**config.mk**
```make
export PLATFORM = sky130hd
export DESIGN_NAME = fetch_stage_flat
export DESIGN_NICKNAME = d
export VERILOG_FILES = /design/src/rtl/rv32i_types_pkg.sv /design/src/rtl/fetch_stage_if.sv /design/src/rtl/fetch_buffer.sv /design/src/rtl/fetch_stage.sv /design/src/flat_wrapper.sv
export SDC_FILE = /design/constraint.sdc
export NUM_CORES = 1
export LEC_CHECK = 0
export BUFFER_PORTS_ARGS = -buffer_cell sky130_fd_sc_hd__buf_2
export CAP_MARGIN = 20
export CORE_MARGIN = 2
export CORE_UTILIZATION = 40
export DETAILED_ROUTE_END_ITERATION = 6
export GPL_TIMING_DRIVEN = 1
export PLACE_DENSITY_LB_ADDON = 0.2
export SLEW_MARGIN = 30
export SYNTH_ARGS = -nofsm -noshare
export SYNTH_HDL_FRONTEND = slang
export SYNTH_SLANG_ARGS = --single-unit
```
**constraint.sdc**
```tcl
create_clock -name CLK -period 2.4 [get_ports CLK]
set_clock_uncertainty 0.05 [all_clocks]
set_input_delay 0.24 -clock CLK [delete_from_list [all_inputs] [get_ports CLK]]
set_output_delay 0.24 -clock CLK [all_outputs]
set_load 0.01 [all_outputs]
```
**src/rtl/rv32i_types_pkg.sv**
```systemverilog
// ----------------------------------------------------------------------------
// rv32i_types_pkg
//   Shared types for the two-stage RV32I pipeline.
//   - word_t        : 32-bit machine word
//   - RV32I_NOP     : canonical NOP (addi x0, x0, 0)
//   - fetch_state_t : fetch stage controller states
//   - is_misaligned : true when an instruction address is not word aligned
// ----------------------------------------------------------------------------
package rv32i_types_pkg;

    typedef logic [31:0] word_t;

    localparam word_t RV32I_NOP = 32'h0000_0013;

    typedef enum logic [2:0] {
        FETCH,
        DROP,
        SKID,
        FAULT,
        HALTED
    } fetch_state_t;

    function automatic logic is_misaligned(input word_t addr);
        return addr[1:0] != 2'b00;
    endfunction

endpackage

```
**src/rtl/fetch_stage_if.sv**
```systemverilog
// ----------------------------------------------------------------------------
// fetch_stage_if
//   Instruction memory request/response bundle.
//   imem_ren   : read request (fetch side drives)
//   imem_addr  : word address of the request (fetch side drives)
//   imem_busy  : 1 while the request is still in progress (memory drives)
//   imem_rdata : fetched word, valid when imem_busy == 0 (memory drives)
//   master = fetch stage, slave = instruction memory.
// ----------------------------------------------------------------------------
interface fetch_stage_if;
    import rv32i_types_pkg::*;

    logic  imem_ren;
    word_t imem_addr;
    logic  imem_busy;
    word_t imem_rdata;

    modport master (
        output imem_ren,
        output imem_addr,
        input  imem_busy,
        input  imem_rdata
    );

    modport slave (
        input  imem_ren,
        input  imem_addr,
        output imem_busy,
        output imem_rdata
    );

endinterface

```
**src/rtl/fetch_buffer.sv**
```systemverilog
// ----------------------------------------------------------------------------
// fetch_buffer
//   Fetch/execute output register plus a one-entry skid slot.
//   CLK, nRST      : clock, synchronous active-low reset
//   flush          : drop the output entry and the skid entry
//   hold           : execute stage is stalled; keep the output entry
//   load           : write load_* into the output register
//   skid_push      : park skid_*_in in the skid slot
//   skid_pop       : move the skid entry into the output register
//   out_valid/out_instr/out_pc/out_fault : current output entry
//   Priority: reset > flush > skid_pop > load > release (clear when !hold).
// ----------------------------------------------------------------------------
module fetch_buffer
    import rv32i_types_pkg::*;
#(
    parameter word_t RESET_PC = 32'h0000_0200
)
(
    input  logic  CLK,
    input  logic  nRST,
    input  logic  flush,
    input  logic  hold,
    input  logic  load,
    input  word_t load_instr,
    input  word_t load_pc,
    input  logic  load_fault,
    input  logic  skid_push,
    input  word_t skid_instr_in,
    input  word_t skid_pc_in,
    input  logic  skid_pop,
    output logic  out_valid,
    output word_t out_instr,
    output word_t out_pc,
    output logic  out_fault
);

    logic  skid_valid;
    word_t skid_instr;
    word_t skid_pc;

    always_ff @(posedge CLK) begin
        if (!nRST) begin
            out_valid  <= 1'b0;
            out_instr  <= RV32I_NOP;
            out_pc     <= RESET_PC;
            out_fault  <= 1'b0;
            skid_valid <= 1'b0;
            skid_instr <= RV32I_NOP;
            skid_pc    <= RESET_PC;
        end else if (flush) begin
            out_valid  <= 1'b0;
            out_instr  <= RV32I_NOP;
            out_fault  <= 1'b0;
            skid_valid <= 1'b0;
        end else begin
            if (skid_pop && skid_valid) begin
                out_valid  <= 1'b1;
                out_instr  <= skid_instr;
                out_pc     <= skid_pc;
                out_fault  <= 1'b0;
                skid_valid <= 1'b0;
            end else if (load) begin
                out_valid <= 1'b1;
                out_instr <= load_instr;
                out_pc    <= load_pc;
                out_fault <= load_fault;
            end else if (!hold) begin
                // Consumed by execute and nothing new arrived.
                out_valid <= 1'b0;
                out_instr <= RV32I_NOP;
                out_fault <= 1'b0;
            end

            if (skid_push) begin
                skid_valid <= 1'b1;
                skid_instr <= skid_instr_in;
                skid_pc    <= skid_pc_in;
            end
        end
    end

endmodule

```
**src/rtl/fetch_stage.sv**
```systemverilog
// ----------------------------------------------------------------------------
// fetch_stage
//   First pipeline stage: owns the PC, reads instruction memory and presents
//   the fetched word to the control unit through the fetch/execute register.
//   CLK, nRST    : clock, synchronous active-low reset
//   imem         : instruction memory request/response (master side)
//   stall        : execute stage cannot accept a new instruction
//   redirect     : load redirect_pc as next PC and flush the held instruction
//   redirect_pc  : redirect target
//   halt         : stop fetching; only reset leaves the halted state
//   fetch_valid  : fetch_instr/fetch_pc hold a live instruction
//   fetch_instr  : instruction word (NOP when not valid)
//   fetch_pc     : PC of fetch_instr
//   fetch_pc4    : fetch_pc + 4 (wraps)
//   fault_fetch  : fetch_pc is misaligned and must not execute
//   Priority at each edge: reset > halt > redirect > normal fetch.
// ----------------------------------------------------------------------------
module fetch_stage
    import rv32i_types_pkg::*;
#(
    parameter word_t RESET_PC = 32'h0000_0200
)
(
    input  logic                 CLK,
    input  logic                 nRST,
    fetch_stage_if.master        imem,
    input  logic                 stall,
    input  logic                 redirect,
    input  word_t                redirect_pc,
    input  logic                 halt,
    output logic                 fetch_valid,
    output word_t                fetch_instr,
    output word_t                fetch_pc,
    output word_t                fetch_pc4,
    output logic                 fault_fetch
);

    fetch_state_t state, next_state;
    word_t        pc, next_pc;
    // drop_pending: an abandoned request is still in flight while imem_ren is low
    logic         drop_pending, next_drop_pending;
    // drop_addr: address of the abandoned request, held on the bus in DROP
    word_t        drop_addr, next_drop_addr;

    logic         req_ren;
    word_t        req_addr;
    logic         in_flight;

    logic         buf_flush;
    logic         buf_load;
    word_t        load_instr;
    word_t        load_pc;
    logic         load_fault;
    logic         skid_push;
    logic         skid_pop;

    // ------------------------------------------------------------------
    // Memory request
    // ------------------------------------------------------------------
    always_comb begin
        req_ren  = 1'b0;
        req_addr = pc;
        case (state)
            FETCH: req_ren = 1'b1;
            DROP: begin
                req_ren  = 1'b1;
                req_addr = drop_addr;
            end
            default: ;
        endcase
    end

    assign imem.imem_ren  = req_ren;
    assign imem.imem_addr = {req_addr[31:2], 2'b00};

    // A request that will not complete at this edge.
    assign in_flight = imem.imem_busy && (req_ren || drop_pending);

    // ------------------------------------------------------------------
    // State register
    // ------------------------------------------------------------------
    always_ff @(posedge CLK) begin
        if (!nRST) begin
            state        <= FETCH;
            pc           <= RESET_PC;
            drop_pending <= 1'b0;
            drop_addr    <= RESET_PC;
        end else begin
            state        <= next_state;
            pc           <= next_pc;
            drop_pending <= next_drop_pending;
            drop_addr    <= next_drop_addr;
        end
    end

    // ------------------------------------------------------------------
    // Next state, PC and buffer controls
    // ------------------------------------------------------------------
    always_comb begin
        next_state        = state;
        next_pc           = pc;
        next_drop_pending = drop_pending && imem.imem_busy;
        next_drop_addr    = (state == FETCH) ? pc : drop_addr;
        buf_flush         = 1'b0;
        buf_load          = 1'b0;
        load_instr        = RV32I_NOP;
        load_pc           = pc;
        load_fault        = 1'b0;
        skid_push         = 1'b0;
        skid_pop          = 1'b0;

        if (state == HALTED) begin
            buf_flush = 1'b1;
        end else if (halt) begin
            next_state        = HALTED;
            buf_flush         = 1'b1;
            next_drop_pending = in_flight;
        end else if (redirect) begin
            buf_flush = 1'b1;
            next_pc   = redirect_pc;
            if (is_misaligned(redirect_pc)) begin
                next_state        = FAULT;
                next_drop_pending = in_flight;
            end else if (in_flight) begin
                next_state        = DROP;
                next_drop_pending = 1'b0;
            end else begin
                // Includes a word completing this cycle: it is discarded.
                next_state        = FETCH;
                next_drop_pending = 1'b0;
            end
        end else begin
            case (state)
                FETCH: begin
                    if (!imem.imem_busy) begin
                        if (!fetch_valid || !stall) begin
                            buf_load   = 1'b1;
                            load_instr = imem.imem_rdata;
                            next_pc    = pc + 32'd4;
                        end else begin
                            // PC advances only when the skid word moves out.
                            skid_push  = 1'b1;
                            next_state = SKID;
                        end
                    end
                end
                DROP: begin
                    if (!imem.imem_busy) begin
                        next_state = FETCH;
                    end
                end
                SKID: begin
                    if (!stall) begin
                        skid_pop   = 1'b1;
                        next_pc    = pc + 32'd4;
                        next_state = FETCH;
                    end
                end
                FAULT: begin
                    buf_load   = 1'b1;
                    load_fault = 1'b1;
                end
                default: next_state = FETCH;
            endcase
        end
    end

    // ------------------------------------------------------------------
    // Output register and skid entry
    // ------------------------------------------------------------------
    fetch_buffer #(
        .RESET_PC (RESET_PC)
    ) u_buffer (
        .CLK           (CLK),
        .nRST          (nRST),
        .flush         (buf_flush),
        .hold          (stall),
        .load          (buf_load),
        .load_instr    (load_instr),
        .load_pc       (load_pc),
        .load_fault    (load_fault),
        .skid_push     (skid_push),
        .skid_instr_in (imem.imem_rdata),
        .skid_pc_in    (pc),
        .skid_pop      (skid_pop),
        .out_valid     (fetch_valid),
        .out_instr     (fetch_instr),
        .out_pc        (fetch_pc),
        .out_fault     (fault_fetch)
    );

    assign fetch_pc4 = fetch_pc + 32'd4;

endmodule

```
**src/flat_wrapper.sv**
```systemverilog
// flat-port wrapper written by rule: the top's interface ports become plain ports
module fetch_stage_flat import rv32i_types_pkg::*;
#(
    parameter word_t RESET_PC = 32'h0000_0200
)
  (CLK, nRST, stall, redirect, redirect_pc, halt, fetch_valid, fetch_instr, fetch_pc, fetch_pc4, fault_fetch, imem_imem_ren, imem_imem_addr, imem_imem_busy, imem_imem_rdata);
  fetch_stage_if imem_i ();
  input  logic CLK;
  input  logic nRST;
  input  logic stall;
  input  logic redirect;
  input  word_t redirect_pc;
  input  logic halt;
  output logic fetch_valid;
  output word_t fetch_instr;
  output word_t fetch_pc;
  output word_t fetch_pc4;
  output logic fault_fetch;
  output wire logic [$bits(imem_i.imem_ren)-1:0] imem_imem_ren;
  output wire logic [$bits(imem_i.imem_addr)-1:0] imem_imem_addr;
  input wire logic [$bits(imem_i.imem_busy)-1:0] imem_imem_busy;
  input wire logic [$bits(imem_i.imem_rdata)-1:0] imem_imem_rdata;
  assign imem_imem_ren = imem_i.imem_ren;
  assign imem_imem_addr = imem_i.imem_addr;
  assign imem_i.imem_busy = imem_imem_busy;
  assign imem_i.imem_rdata = imem_imem_rdata;
  fetch_stage #(.RESET_PC(RESET_PC)) u_core (.CLK(CLK), .nRST(nRST), .imem(imem_i), .stall(stall), .redirect(redirect), .redirect_pc(redirect_pc), .halt(halt), .fetch_valid(fetch_valid), .fetch_instr(fetch_instr), .fetch_pc(fetch_pc), .fetch_pc4(fetch_pc4), .fault_fetch(fault_fetch));
endmodule
```
* After elaboration in Yosys (flattened, before gate mapping)
Cells that the tools add are included.
** Storage, ports and cells
- Flip-flop bits (word level) :: 199
- Bits of input ports :: 70
- Output and inout port bits :: 131
** Operators by class
- $add $sub $neg :: 2
- Equality and inequality tests :: 14
- Multiplexer cells :: 61
- Bitwise logic cells :: 4
- Reduce and logical (&&, ||, !) cells :: 19
** Operator list (count)
- 32-bit two-way mux :: 16
- 32-bit by 3-bit adder with 32-bit output (second input constant) :: 2
- 32-bit case mux with 2 select lines :: 1
- 1-bit two-way mux :: 35
- 3-bit two-way mux :: 7
- 4-bit != test (second input constant) :: 4
- 3-bit != test (second input constant) :: 4
- 3-bit case mux with 4 select lines :: 1
- 6-bit AND reduction :: 2
- 3-bit by 2-bit equality test with 1-bit output (second input constant) :: 2
- 2-bit nonzero test :: 3
- 1-bit inverter :: 4
- 2-bit AND reduction :: 2
- 2-bit OR reduction :: 2
- 3-bit by 1-bit equality test with 1-bit output (second input constant) :: 1
- 3-bit equality test (second input constant) :: 1
- 1-bit logical AND :: 3
- 3-bit zero test :: 1
- 3-bit by 1-bit != test with 1-bit output (second input constant) :: 1
- 3-bit nonzero test :: 1
- 3-bit OR reduction :: 1
- 1-bit zero test :: 2
- 1-bit logical OR :: 2
- 2-bit by 1-bit != test with 1-bit output (second input constant) :: 1
- 1-bit case mux with 2 select lines :: 1

* Longest topological paths before layout
Gate-level depths: netlist of the first run.
- Word-level depth :: 10
- Mapped depth :: 9
- Mapped depth without buffers :: 6

* By module
A second synthesis of the first run with hierarchy kept.
** Second synthesis, totals
- Cells, all modules :: 1236
- Area, all modules :: 9998.3 sq um
** By module, submodules not included
- fetch_buffer :: instances 1, cells each 625, area each 5402.7 sq um, sequential area each 2622.5 sq um
- fetch_stage :: instances 1, cells each 611, area each 4595.7 sq um, sequential area each 1321.3 sq um

* Worst setup path before layout of the first run
No wires, ideal clock.
- Path kind :: reg-to-reg
- Start point :: register u_core.state[2]
- End point :: register u_core.pc[20] (netlist: u_core.load_pc[20])
- Arrival time :: 1860 ps
- Setup slack :: 366 ps
- Stages on the path, launching flop included :: 10
- Path through :: dfxtp_1 -> buf_6 -> or3_1 -> clkbuf_1 -> or3_4 -> and2_1 -> buf_6 -> buf_6 -> a21oi_1 -> nor3_1
** On the way
- Cells in the longest elaborated chain, start to end :: 3
- Elaborated cells on any way between the ends :: 11
- Those cells by class :: eq/ne: 5; mux: 2; bitwise: 1; reduce/logical: 3
** RTL lines
- start: declaration :: line fetch_stage.sv:38 : fetch_state_t state, next_state;
- start signal: assignment :: line fetch_stage.sv:89 : state <= next_state;
- 3-bit by 2-bit equality test with 1-bit output (tied with other cells) :: line fetch_stage.sv:133 : case (state)
- 3-bit != test (no line) (tied with other cells)
- 6-bit AND reduction (no line) or 32-bit two-way mux (tied branches)
- end signal: assignment :: line fetch_stage.sv:90 : pc <= next_pc;
- end: declaration :: line fetch_stage.sv:39 : word_t pc, next_pc;
Parallel ways exist; a longest one is shown, timed or not.
A chain may end at the register's enable or synchronous reset.

* Worst setup path after layout of the first run
- Start point :: register u_core.u_buffer.out_pc[6]
- End point :: output port fetch_pc4[31]
** On the way
- Cells in the longest elaborated chain, start to end :: 1
** RTL lines
- start: declaration :: line fetch_buffer.sv:33 : output word_t out_pc,
- start signal: assignment :: line fetch_buffer.sv:59 : out_pc <= skid_pc;
- start signal: assignment :: line fetch_buffer.sv:65 : out_pc <= load_pc;
- 32-bit by 3-bit adder with 32-bit output :: line fetch_stage.sv:192 : assign fetch_pc4 = fetch_pc + 32'd4;
- end: declaration :: line flat_wrapper.sv:17 : output word_t fetch_pc4;
No other way between the ends.

==> results.sh, run 1 <==
export IMPL_wl_per_cell_um=17.5
export IMPL_via_per_inst=5.52
export IMPL_cap_violations=0
export IMPL_hp_class="primary input to flop"
export IMPL_fin_crit_sh_pct=95.9
export IMPL_setup_violations=0
export IMPL_synth_common_cells="nand2_1, dfxtp_1, a21oi_1"
export IMPL_syn_area_per_cell_sq_um=8.14
export IMPL_antenna_found_initial=1
export IMPL_r2r_setup_slack_ps=140
export IMPL_cp_data_required_time_ps=2110
export IMPL_grt_pass1_vias=8278
export IMPL_syn_to_final_growth_pct=28.5
export IMPL_hpwl_um=19000
export IMPL_fmax_mhz=434
export IMPL_portBuffers=198
export IMPL_slew_headroom_pct=55.8
export IMPL_rsz0062_at_grt="true"
export IMPL_hold_violations=0
export IMPL_synth_edf_count=0
export IMPL_yosysSeqAreaShare_pct=43.3
export IMPL_synth_async_reset_ratio_pct=0
export IMPL_power_density_mw_per_mm2=619
export IMPL_cts_sinks=197
export IMPL_arrival_ps=2010
export IMPL_p_leak_nw=4.92
export IMPL_vias=9034
export IMPL_dp_cells=1568
export IMPL_wirelength_um=28600
export IMPL_power_mw=7.24
export IMPL_yosysMostFrequentCell="nand2_1"
export IMPL_fp_dieArea_sq_mm=0.0240
export IMPL_drive_gt1_share_pct=27.3
export IMPL_clock_latency_ps=450
export IMPL_status="finished with violations"
export IMPL_path_cells="and3_4 > nand4_1 > buf_4 > nand4bb_4 > nor2_1 > xor2_1 > buf_2"
export IMPL_synth_main_ff_cell="dfxtp_1"
export IMPL_grt_max_degree=70
export IMPL_clockBufferDepth=2
export IMPL_root_buffer="clkbuf_16"
export IMPL_synth_distinct_cells=66
export IMPL_h_tree_depth=4
export IMPL_tightest_slew_ps=661
export IMPL_netlist_area_sq_mm=0.00910
export IMPL_grt_overflow=0
export IMPL_cts_tree="built"
export IMPL_drv_slew=0
export IMPL_grtUsageTotal_pct=23.1
export IMPL_synth_top_cell_by_area="dfxtp_1"
export IMPL_initial_core_util_pct=40.5
export IMPL_min_period_ps=2300
export IMPL_whs_ps=37.1
export IMPL_drt_iter0_markers=838
export IMPL_path_class="flop to output port"
export IMPL_cp_slowest_cell="dfxtp_2"
export IMPL_dieHeight_um=155
export IMPL_cts_buffers=17
export IMPL_drc=1
export IMPL_die_x_um=155
export IMPL_cp_end_kind="output port"
export IMPL_cpPeakStageDelay_ps=390
export IMPL_cts_reportedPaths_clkPinSlew_ps=90
export IMPL_grt_pass1_wl_um=44500
export IMPL_violations="design-rule violations"
export IMPL_ioPinCount=201
export IMPL_core_area_sq_mm=0.0225
export IMPL_firstDrtPassIters=7
export IMPL_synth_top_cells_by_area="dfxtp_1, nand2_1, a21oi_1"
export IMPL_crit_fanout=4
export IMPL_place_gp_congestion=0.857
export IMPL_yosys_warnings=0
export IMPL_rows=55
export IMPL_nets=1412
export IMPL_antenna_left=0
export IMPL_insertedDiodeCount=0
export IMPL_crit_path_start_kind="flop"
export IMPL_synth_top_area_share_pct=43.3
export IMPL_ir_worst_vdd_mv=0.431
export IMPL_final_cells=1638
export IMPL_syn_instance_count=1119
export IMPL_ys_ff_latch=197
-- sequential cells by signal, indices dropped and copies added, names as in the netlist --
register and cells:
u_core.drop_addr 30, u_core.drop_pending 1, u_core.load_pc 32, u_core.state 3, u_core.u_buffer.out_fault 1, u_core.u_buffer.out_instr 32, u_core.u_buffer.out_pc 32, u_core.u_buffer.out_valid 1
u_core.u_buffer.skid_instr 32, u_core.u_buffer.skid_pc 32, u_core.u_buffer.skid_valid 1
-- stage by stage --
stage | worst slack, ps | setup TNS [ps] | cell area (sq um) | utilization [%]
after CTS | -41.9 | -112 | 11600 | 51.6
after floorplan | 366 | 0 | 9110 | -
after global routing | -57.4 | -75.0 | 11700 | 52.0
after global placement | 160 | 0 | 10600 | 47.1
final | 98.4 | 0 | 11700 | 52.0
after detailed placement | 127 | 0 | 10600 | 47.1
-- cell type report --
cell class / instances / area, sq um
clock buffer: 17 / 425
clock inverter: 15 / 194
fill: 2189 / 10800
inverter: 6 / 23.8
multi-input combinational: 812 / 4790
sequential: 197 / 3960
tap: 285 / 357
timing repair buffer: 306 / 1940
-- report_power, final --
part           switching, mW  total [mW]  leakage [nW]  internal [mW]
Combinational          0.500       0.851          3.02          0.351
Clock                   1.54        2.98         0.303           1.44
Sequential            0.0756        3.41          1.60           3.33
-- cells by family after synthesis --
logic type / count (synthesis) / synth area share (%)
adders and majority gates: 2 / 0.275
AOI/OAI and AO/OA: 294 / 20.2
other: 1 / 0.0412
muxes: 65 / 7.56
xor gates and xnor gates: 29 / 2.79
and+or+nand+nor: 420 / 20.6
DFF: 197 / 43.3
buffers and inverters: 111 / 5.26
-- critical path: cells and delay by family, from the launching register on --
kind,cells,cell delay (ps)
simple gates,4,690
flops,1,390
buf+inv,2,330
xor+xnor,1,150
-- metal layers --
| layer | part of all wire (%) | vias to the layer above | GRT usage, % |
|---|---|---|---|
| met5 | 0 | - | 0 |
| met4 | 3.5 | 0 | 9.39 |
| met3 | 6.4 | 61 | 4.96 |
| met2 | 47 | 334 | 37.5 |
| met1 | 43 | 4217 | 29.9 |
| li1 | - | 4422 | - |
-- cells in the final DEF (no fill, tap or decap), types with 5 or more instances in the layout --
| cell type | count |
|---|---|
| and3_1 | 10 |
| inv_8 | 7 |
| or3_1 | 5 |
| a31oi_1 | 8 |
| inv_1 | 5 |
| and2_1 | 10 |
| buf_2 | 198 |
| nor3_1 | 12 |
| a21oi_1 | 144 |
| xor2_1 | 6 |
| mux2i_1 | 35 |
| nor2_1 | 68 |
| dfxtp_2 | 5 |
| mux2_2 | 30 |
| nand3_1 | 27 |
| clkbuf_16 | 18 |
| clkinv_8 | 5 |
| a222oi_1 | 29 |
| and4_1 | 6 |
| dlygate4sd3_1 | 35 |
| dfxtp_1 | 189 |
| xnor2_1 | 23 |
| o21ai_0 | 53 |
| buf_4 | 69 |
| nand4_1 | 24 |
| o31ai_1 | 5 |
| nand2_1 | 229 |
-- final timing paths --
path,cells after the start,to,startpoint
hold reg to reg,2,u_core.u_buffer.skid_pc[4]$_SDFFE_PN0P_,u_core.u_buffer.skid_pc[4]$_SDFFE_PN0P_
setup / recovery,7,fetch_pc4[31],u_core.u_buffer.out_pc[6]$_SDFFE_PN0P_
setup reg to reg,5,u_core.load_pc[28]$_SDFFE_PN0P_,u_core.load_pc[7]$_SDFFE_PN0P_
hold / removal,2,u_core.load_pc[8]$_SDFFE_PN0P_,redirect_pc[8]
-- timing repair --
| action | in CTS | in global routing |
|---|---|---|
| gates resized for setup | 8 | 21 |
| buffers inserted | 1 | 1 |
| hold buffers | 35 | 0 |
| endpoints found under the hold margin | 36 | 0 |
| cloned | 0 | 1 |
| pin swaps | 2 | 2 |
| endpoints found under the setup margin | 18 | 25 |
(Power assumes the default switching activity.)
==> run 2, diff against run 1 <==
--- a/config.mk
+++ b/config.mk
@@ -15,4 +15,5 @@
 export SLEW_MARGIN = 30
 export SYNTH_ARGS = -nofsm -noshare
 export SYNTH_HDL_FRONTEND = slang
+export SYNTH_HIERARCHICAL = 1
 export SYNTH_SLANG_ARGS = --single-unit
==> constraint.sdc (replaced) <==
create_clock -name CLK -period 2.15 [get_ports CLK]
set_clock_uncertainty 0.05 [all_clocks]
set_input_delay 0.215 -clock CLK [delete_from_list [all_inputs] [get_ports CLK]]
set_output_delay 0.215 -clock CLK [all_outputs]
set_load 0.01 [all_outputs]
==> results.sh, run 2 <==
export IMPL_status="finished with violations"
export IMPL_violations="negative setup slack"
export IMPL_drt_iter0_markers=714
export IMPL_dp_cells=1768
export IMPL_hold_violations=0
export IMPL_yosys_warnings=6
export IMPL_ioPinCount=201
export IMPL_portBuffers=198
export IMPL_dpl_cell_area_sq_mm=0.0120
export IMPL_synth_common_cells="nand2_1, dfxtp_1, a21oi_1"
export IMPL_pre_cts_slack_ps=-202
export IMPL_wirelength_um=34000
export IMPL_place_gp_congestion=0.900
export IMPL_final_area_sq_mm=0.0140
export IMPL_antenna_left=0
export IMPL_path_class="flop to output port"
export IMPL_whs_ps=25.0
export IMPL_vias=10100
export IMPL_slew_headroom_pct=58.8
export IMPL_ys_ff_latch=197
export IMPL_rows=57
export IMPL_crit_fanout=5
export IMPL_power_mw=8.29
export IMPL_cts_sinks=197
export IMPL_mostFrequentLayoutCell="nand2_1"
export IMPL_cts_buffers=17
export IMPL_cts_tree="built"
export IMPL_grt_pass1_vias=9464
export IMPL_drc=0
export IMPL_yosysSeqAreaShare_pct=39.4
export IMPL_fmax_mhz=423
export IMPL_clockBufferDepth=2
export IMPL_p_clk_share_pct=39.7
export IMPL_drv_slew=0
export IMPL_grtUsageTotal_pct=24.8
export IMPL_rsz0062_at_grt="true"
export IMPL_firstDrtPassIters=5
export IMPL_setup_ws_ps=-212
export IMPL_grt_max_degree=92
export IMPL_cts_reportedPaths_clkPinSlew_ps=80
export IMPL_synth_edf_count=0
export IMPL_wl_per_cell_um=18.3
export IMPL_cap_violations=0
export IMPL_ir_worst_vdd_mv=0.436
export IMPL_comb_power_share_pct=14.4
export IMPL_h_tree_depth=4
export IMPL_synth_top_cells_by_area="dfxtp_1, nand2_1, a21oi_1"
export IMPL_antenna_found_initial=0
export IMPL_power_density_mw_per_mm2=593
export IMPL_fin_crit_sh_pct=110
export IMPL_core_area_sq_mm=0.0245
export IMPL_syn_to_final_growth_pct=39.8
export IMPL_grt_overflow=0
export IMPL_via_per_inst=5.43
export IMPL_final_cell_mix="nand2_1, dfxtp_1, buf_2, a21oi_1, buf_4"
export IMPL_clock_latency_ps=450
export IMPL_yosysMostFrequentCell="nand2_1"
export IMPL_grt_pass1_wl_um=51800
export IMPL_cp_data_required_time_ps=1880
export IMPL_p_sw_share_pct=29.5
export IMPL_crit_path_start_kind="flop"
export IMPL_hp_class="primary input to flop"
export IMPL_pwr_share_seq_pct=45.9
export IMPL_synth_main_ff_cell="dfxtp_1"
export IMPL_tightest_slew_ps=619
export IMPL_drive_gt1_share_pct=35.4
export IMPL_netlist_area_sq_mm=0.0100
export IMPL_synth_top_area_share_pct=39.4
export IMPL_insertedDiodeCount=0
export IMPL_setup_violations=19
export IMPL_root_buffer="clkbuf_16"
export IMPL_initial_core_util_pct=40.9
export IMPL_fp_dieArea_sq_mm=0.0263
export IMPL_p_sw_mw=2.45
export IMPL_hpwl_um=21600
export IMPL_nets=1590
export IMPL_min_period_ps=2360
export IMPL_syn_instance_count=1236
export IMPL_synth_async_reset_ratio_pct=0
export IMPL_p_int_mw=5.84
export IMPL_cp_end_kind="output port"
export IMPL_synth_top_cell_by_area="dfxtp_1"
export IMPL_synth_distinct_cells=71
export IMPL_arrival_ps=2100
export IMPL_syn_area_per_cell_sq_um=8.09
export IMPL_die_x_um=162
export IMPL_final_cells=1855
export IMPL_p_leak_nw=5.60
export IMPL_dieHeight_um=162
[run 2: changes by cell type in the layout (fill, tap and decap cells not counted), sizes merged, moves of 10 or more]
cell	previous run	this run
nand2	231	301
buf	270	328
a311oi	2	33
mux2i	35	5
a222oi	29	0
a221oi	1	29
nor3	16	43
and2	11	36
o21ai	54	30
nand4	24	14
[run 2: kinds of logic (layout without fill, tap and decap cells)]
| logic type | count (synthesis) | count (layout) | share of synthesized area (%) |
|---|---|---|---|
| and+or+nand+nor | 550 | 551 | 26.5 |
| AOI/OAI and AO/OA | 304 | 304 | 21.7 |
| DFF | 197 | 197 | 39.4 |
| buffers and inverters | 120 | 413 | 5.88 |
| muxes | 34 | 34 | 3.77 |
| xor gates and xnor gates | 28 | 28 | 2.45 |
| adders and majority gates | 2 | 2 | 0.250 |
| other | 1 | 2 | 0.0375 |
[run 2: final timing paths]
| check | from | to | slack, ps | cells past startpoint |
|---|---|---|---|---|
| max | u_core/u_buffer/out_pc[10]$_SDFFE_PN0P_ | fetch_pc4[23] | -210 | 7 |
| min | redirect_pc[29] | u_core/load_pc[29]$_SDFFE_PN0P_ | 20 | 3 |
| max reg2reg | u_core/state[2]$_SDFFE_PN0P_ | u_core/u_buffer/skid_pc[3]$_SDFFE_PN0P_ | 0 | 9 |
| min reg2reg | u_core/u_buffer/skid_instr[25]$_SDFFE_PN0P_ | u_core/u_buffer/skid_instr[25]$_SDFFE_PN0P_ | 410 | 2 |
[run 2: power by group through the flow]
stage               Sequential [mW]  Combinational, mW  Clock, mW
floorplan                      3.88              0.550          0
global placement               3.88              0.979          0
detailed placement             3.88              0.985          0
CTS                            3.80               1.13       3.33
global route                   3.81               1.28       3.47
finish                         3.80               1.19       3.29
[run 2: routing by layer]
layer	share of wire (%)	vias up	global-route usage [%]
li1	-	4903	-
met1	47	4764	34.7
met2	45	357	38.9
met3	5.8	48	4.55
met4	2.0	0	7.52
met5	0	-	0
[run 2: what timing repair did]
item | CTS | global route
gates cloned | 5 | 5
hold endpoints to repair | 34 | 0
resized for setup | 95 | 73
pin swaps | 13 | 37
hold buffers | 34 | 0
buffers inserted | 9 | 8
endpoints found under the setup margin | 100 | 125
[run 2: area by class of cell]
class / instances / area, sq um
clock buffers: 17 / 425
fillers: 2222 / 10500
flip-flops and latches: 197 / 3970
repair buffers: 367 / 2980
inverters: 14 / 52.6
multi-input cells: 921 / 5970
clock inverters: 15 / 178
well taps: 324 / 405
[run 2: per-stage QoR]
step	TNS (ps)	util, %
2_1_floorplan	-17600	-
4_1_cts	-2650	55.3
6_report	-2080	57.2
5_1_grt	-5940	57.2
3_5_place_dp	-413	49.2
3_3_place_gp	-236	49.2
[run 2: worst max-delay path, stage by stage (launching register included)]
cell and delay [ps]:
dfxtp_2 330, nand4_1 100, buf_6 150, nor4_4 380, nand4_4 230, buf_4 210, xnor2_1 120, buf_2 140
==> run 3, diff against run 2 <==
==> constraint.sdc (replaced) <==
create_clock -name CLK -period 2.24 [get_ports CLK]
set_clock_uncertainty 0.05 [all_clocks]
set_input_delay 0.224 -clock CLK [delete_from_list [all_inputs] [get_ports CLK]]
set_output_delay 0.224 -clock CLK [all_outputs]
set_load 0.01 [all_outputs]
==> results.sh, run 3 (synthesized netlist as in run 2, its figures left out) <==
export IMPL_initial_core_util_pct=40.9
export IMPL_wl_per_cell_um=17.5
export IMPL_setup_violations=12
export IMPL_arrival_ps=2130
export IMPL_cts_buffers=17
export IMPL_final_area_sq_mm=0.0132
export IMPL_tightest_slew_ps=744
export IMPL_utilization_pct=53.9
export IMPL_rsz0062_at_grt="true"
export IMPL_via_per_inst=5.43
export IMPL_hpwl_um=21300
export IMPL_cp_slowest_cell="nor4_4"
export IMPL_fin_crit_sh_pct=107
export IMPL_regArea_sq_mm=0.00397
export IMPL_grt_max_degree=74
export IMPL_insertedDiodeCount=0
export IMPL_path_class="flop to output port"
export IMPL_antenna_left=0
export IMPL_cap_violations=0
export IMPL_firstDrtPassIters=5
export IMPL_hold_violations=0
export IMPL_dieHeight_um=162
export IMPL_wirelength_um=32000
export IMPL_root_buffer="clkbuf_16"
export IMPL_clock_latency_ps=430
export IMPL_cp_data_required_time_ps=1970
export IMPL_crit_fanout=5
export IMPL_place_gp_congestion=0.866
export IMPL_portBuffers=198
export IMPL_fmax_mhz=416
export IMPL_p_sw_mw=2.25
export IMPL_dp_cells=1753
export IMPL_syn_to_final_growth_pct=32.0
export IMPL_violations="negative setup slack"
export IMPL_drt_iter0_markers=787
export IMPL_fp_dieArea_sq_mm=0.0263
export IMPL_fill_cells=2320
export IMPL_rows=57
export IMPL_core_area_sq_mm=0.0245
export IMPL_p_sw_share_pct=29.0
export IMPL_nets=1567
export IMPL_final_cell_mix="nand2_1, buf_2, dfxtp_1, a21oi_1, buf_4"
export IMPL_die_x_um=162
export IMPL_drc=0
export IMPL_cts_sinks=197
export IMPL_ioPinCount=201
export IMPL_power_density_mw_per_mm2=589
export IMPL_slew_headroom_pct=50.4
export IMPL_dpl_cell_area_sq_mm=0.0119
export IMPL_crit_path_start_kind="flop"
export IMPL_grtUsageTotal_pct=23.7
export IMPL_drv_slew=0
export IMPL_antenna_found_initial=0
export IMPL_crit_family="simple AND/OR/NAND/NOR gates"
export IMPL_pwr_share_seq_pct=47.0
export IMPL_pre_cts_slack_ps=-86.1
export IMPL_cpPeakStageDelay_ps=430
export IMPL_min_period_ps=2410
export IMPL_drive_gt1_share_pct=32.8
export IMPL_status="finished with violations"
export IMPL_grt_overflow=0
export IMPL_path_cells="nand3_1 > nor4_4 > nand4_4 > nor3_2 > xor2_1 > buf_2"
export IMPL_grt_pass1_wl_um=50000
export IMPL_multi_input_area_sq_mm=0.00569
export IMPL_comb_power_share_pct=13.1
export IMPL_cp_end_kind="output port"
export IMPL_mostFrequentLayoutCell="nand2_1"
export IMPL_p_int_mw=5.51
export IMPL_h_tree_depth=4
export IMPL_clockBufferDepth=2
export IMPL_tns_ps=-1490
export IMPL_setup_ws_ps=-166
export IMPL_cts_tree="built"
export IMPL_cts_reportedPaths_clkPinSlew_ps=80
export IMPL_hp_class="primary input to flop"
export IMPL_final_cells=1832
export IMPL_vias=9956
export IMPL_p_leak_nw=5.26
export IMPL_grt_pass1_vias=9230
export IMPL_p_clk_share_pct=39.9
export IMPL_crit_buf_inv=1
export IMPL_ir_worst_vdd_mv=0.434
==> run 3: cell types whose count changed in the layout (fill, tap and decap cells not counted), sizes merged <==
cell and change:
buf -19, clkbuf -4, clkinvlp +1, inv -1
==> run 3: worst register-to-register path, cell delays in order, from the launching register on <==
cell	delay, ps
dfxtp_2	340
or3_4	420
nor4b_4	300
nand2b_4	230
a21o_1	140
buf_12	200
a21oi_1	100
a311oi_1	260
==> run 3: layout make-up <==
| type | instances | area share, % |
|---|---|---|
| Multi-Input combinational cell | 921 | 43.1 |
| Clock inverter | 15 | 1.36 |
| Inverter | 14 | 0.398 |
| Timing Repair Buffer | 344 | 18.7 |
| Sequential cell | 197 | 30.1 |
| Clock buffer | 17 | 3.22 |
| Tap cell | 324 | 3.07 |
==> run 3: per-layer routing <==
metal | global-route usage (%) | vias to the layer above | share of wire (%)
met5 | 0 | - | 0
met4 | 6.11 | 0 | 1.5
met3 | 3.63 | 40 | 6.0
met2 | 37.5 | 352 | 45
met1 | 33.7 | 4700 | 47
li1 | - | 4864 | -
==> run 3: power by group through the flow <==
stage / Clock, mW / Sequential, mW / Combinational [mW]
2_1_floorplan: 0 / 3.73 / 0.527
6_report: 3.10 / 3.65 / 1.01
4_1_cts: 3.16 / 3.65 / 0.982
3_5_place_dp: 0 / 3.73 / 0.912
5_1_grt: 3.32 / 3.66 / 1.10
3_3_place_gp: 0 / 3.73 / 0.905
==> run 3: what timing repair did <==
item	in CTS	in global routing
buffers inserted	7	5
pin swaps	11	12
endpoints found under the setup margin	57	111
cloned	2	1
hold endpoints to repair	34	0
gates resized for setup	34	28
hold buffers	34	0
==> run 3: stage by stage <==
step / power (mW) / hold WS, ps
after floorplan: 4.25 / 246
after global placement: 4.63 / 388
after detailed placement: 4.64 / 396
after CTS: 7.79 / 18.8
after global routing: 8.07 / 34.6
final: 7.77 / 40.4
==> run 3: final timing paths <==
kind	start	endpoint	slack [ps]	depth (start not counted)
worst max register to register	u_core/state[2]$_SDFFE_PN0P_	u_core/u_buffer/out_pc[14]$_SDFFE_PN0P_	100	7
worst min register to register	u_core/drop_addr[3]$_SDFFE_PN0N_	u_core/drop_addr[3]$_SDFFE_PN0N_	400	2
worst min-delay path	redirect_pc[2]	u_core/load_pc[2]$_SDFFE_PN0P_	40	3
worst max-delay path	u_core/u_buffer/out_pc[8]$_SDFFE_PN0P_	fetch_pc4[27]	-170	6
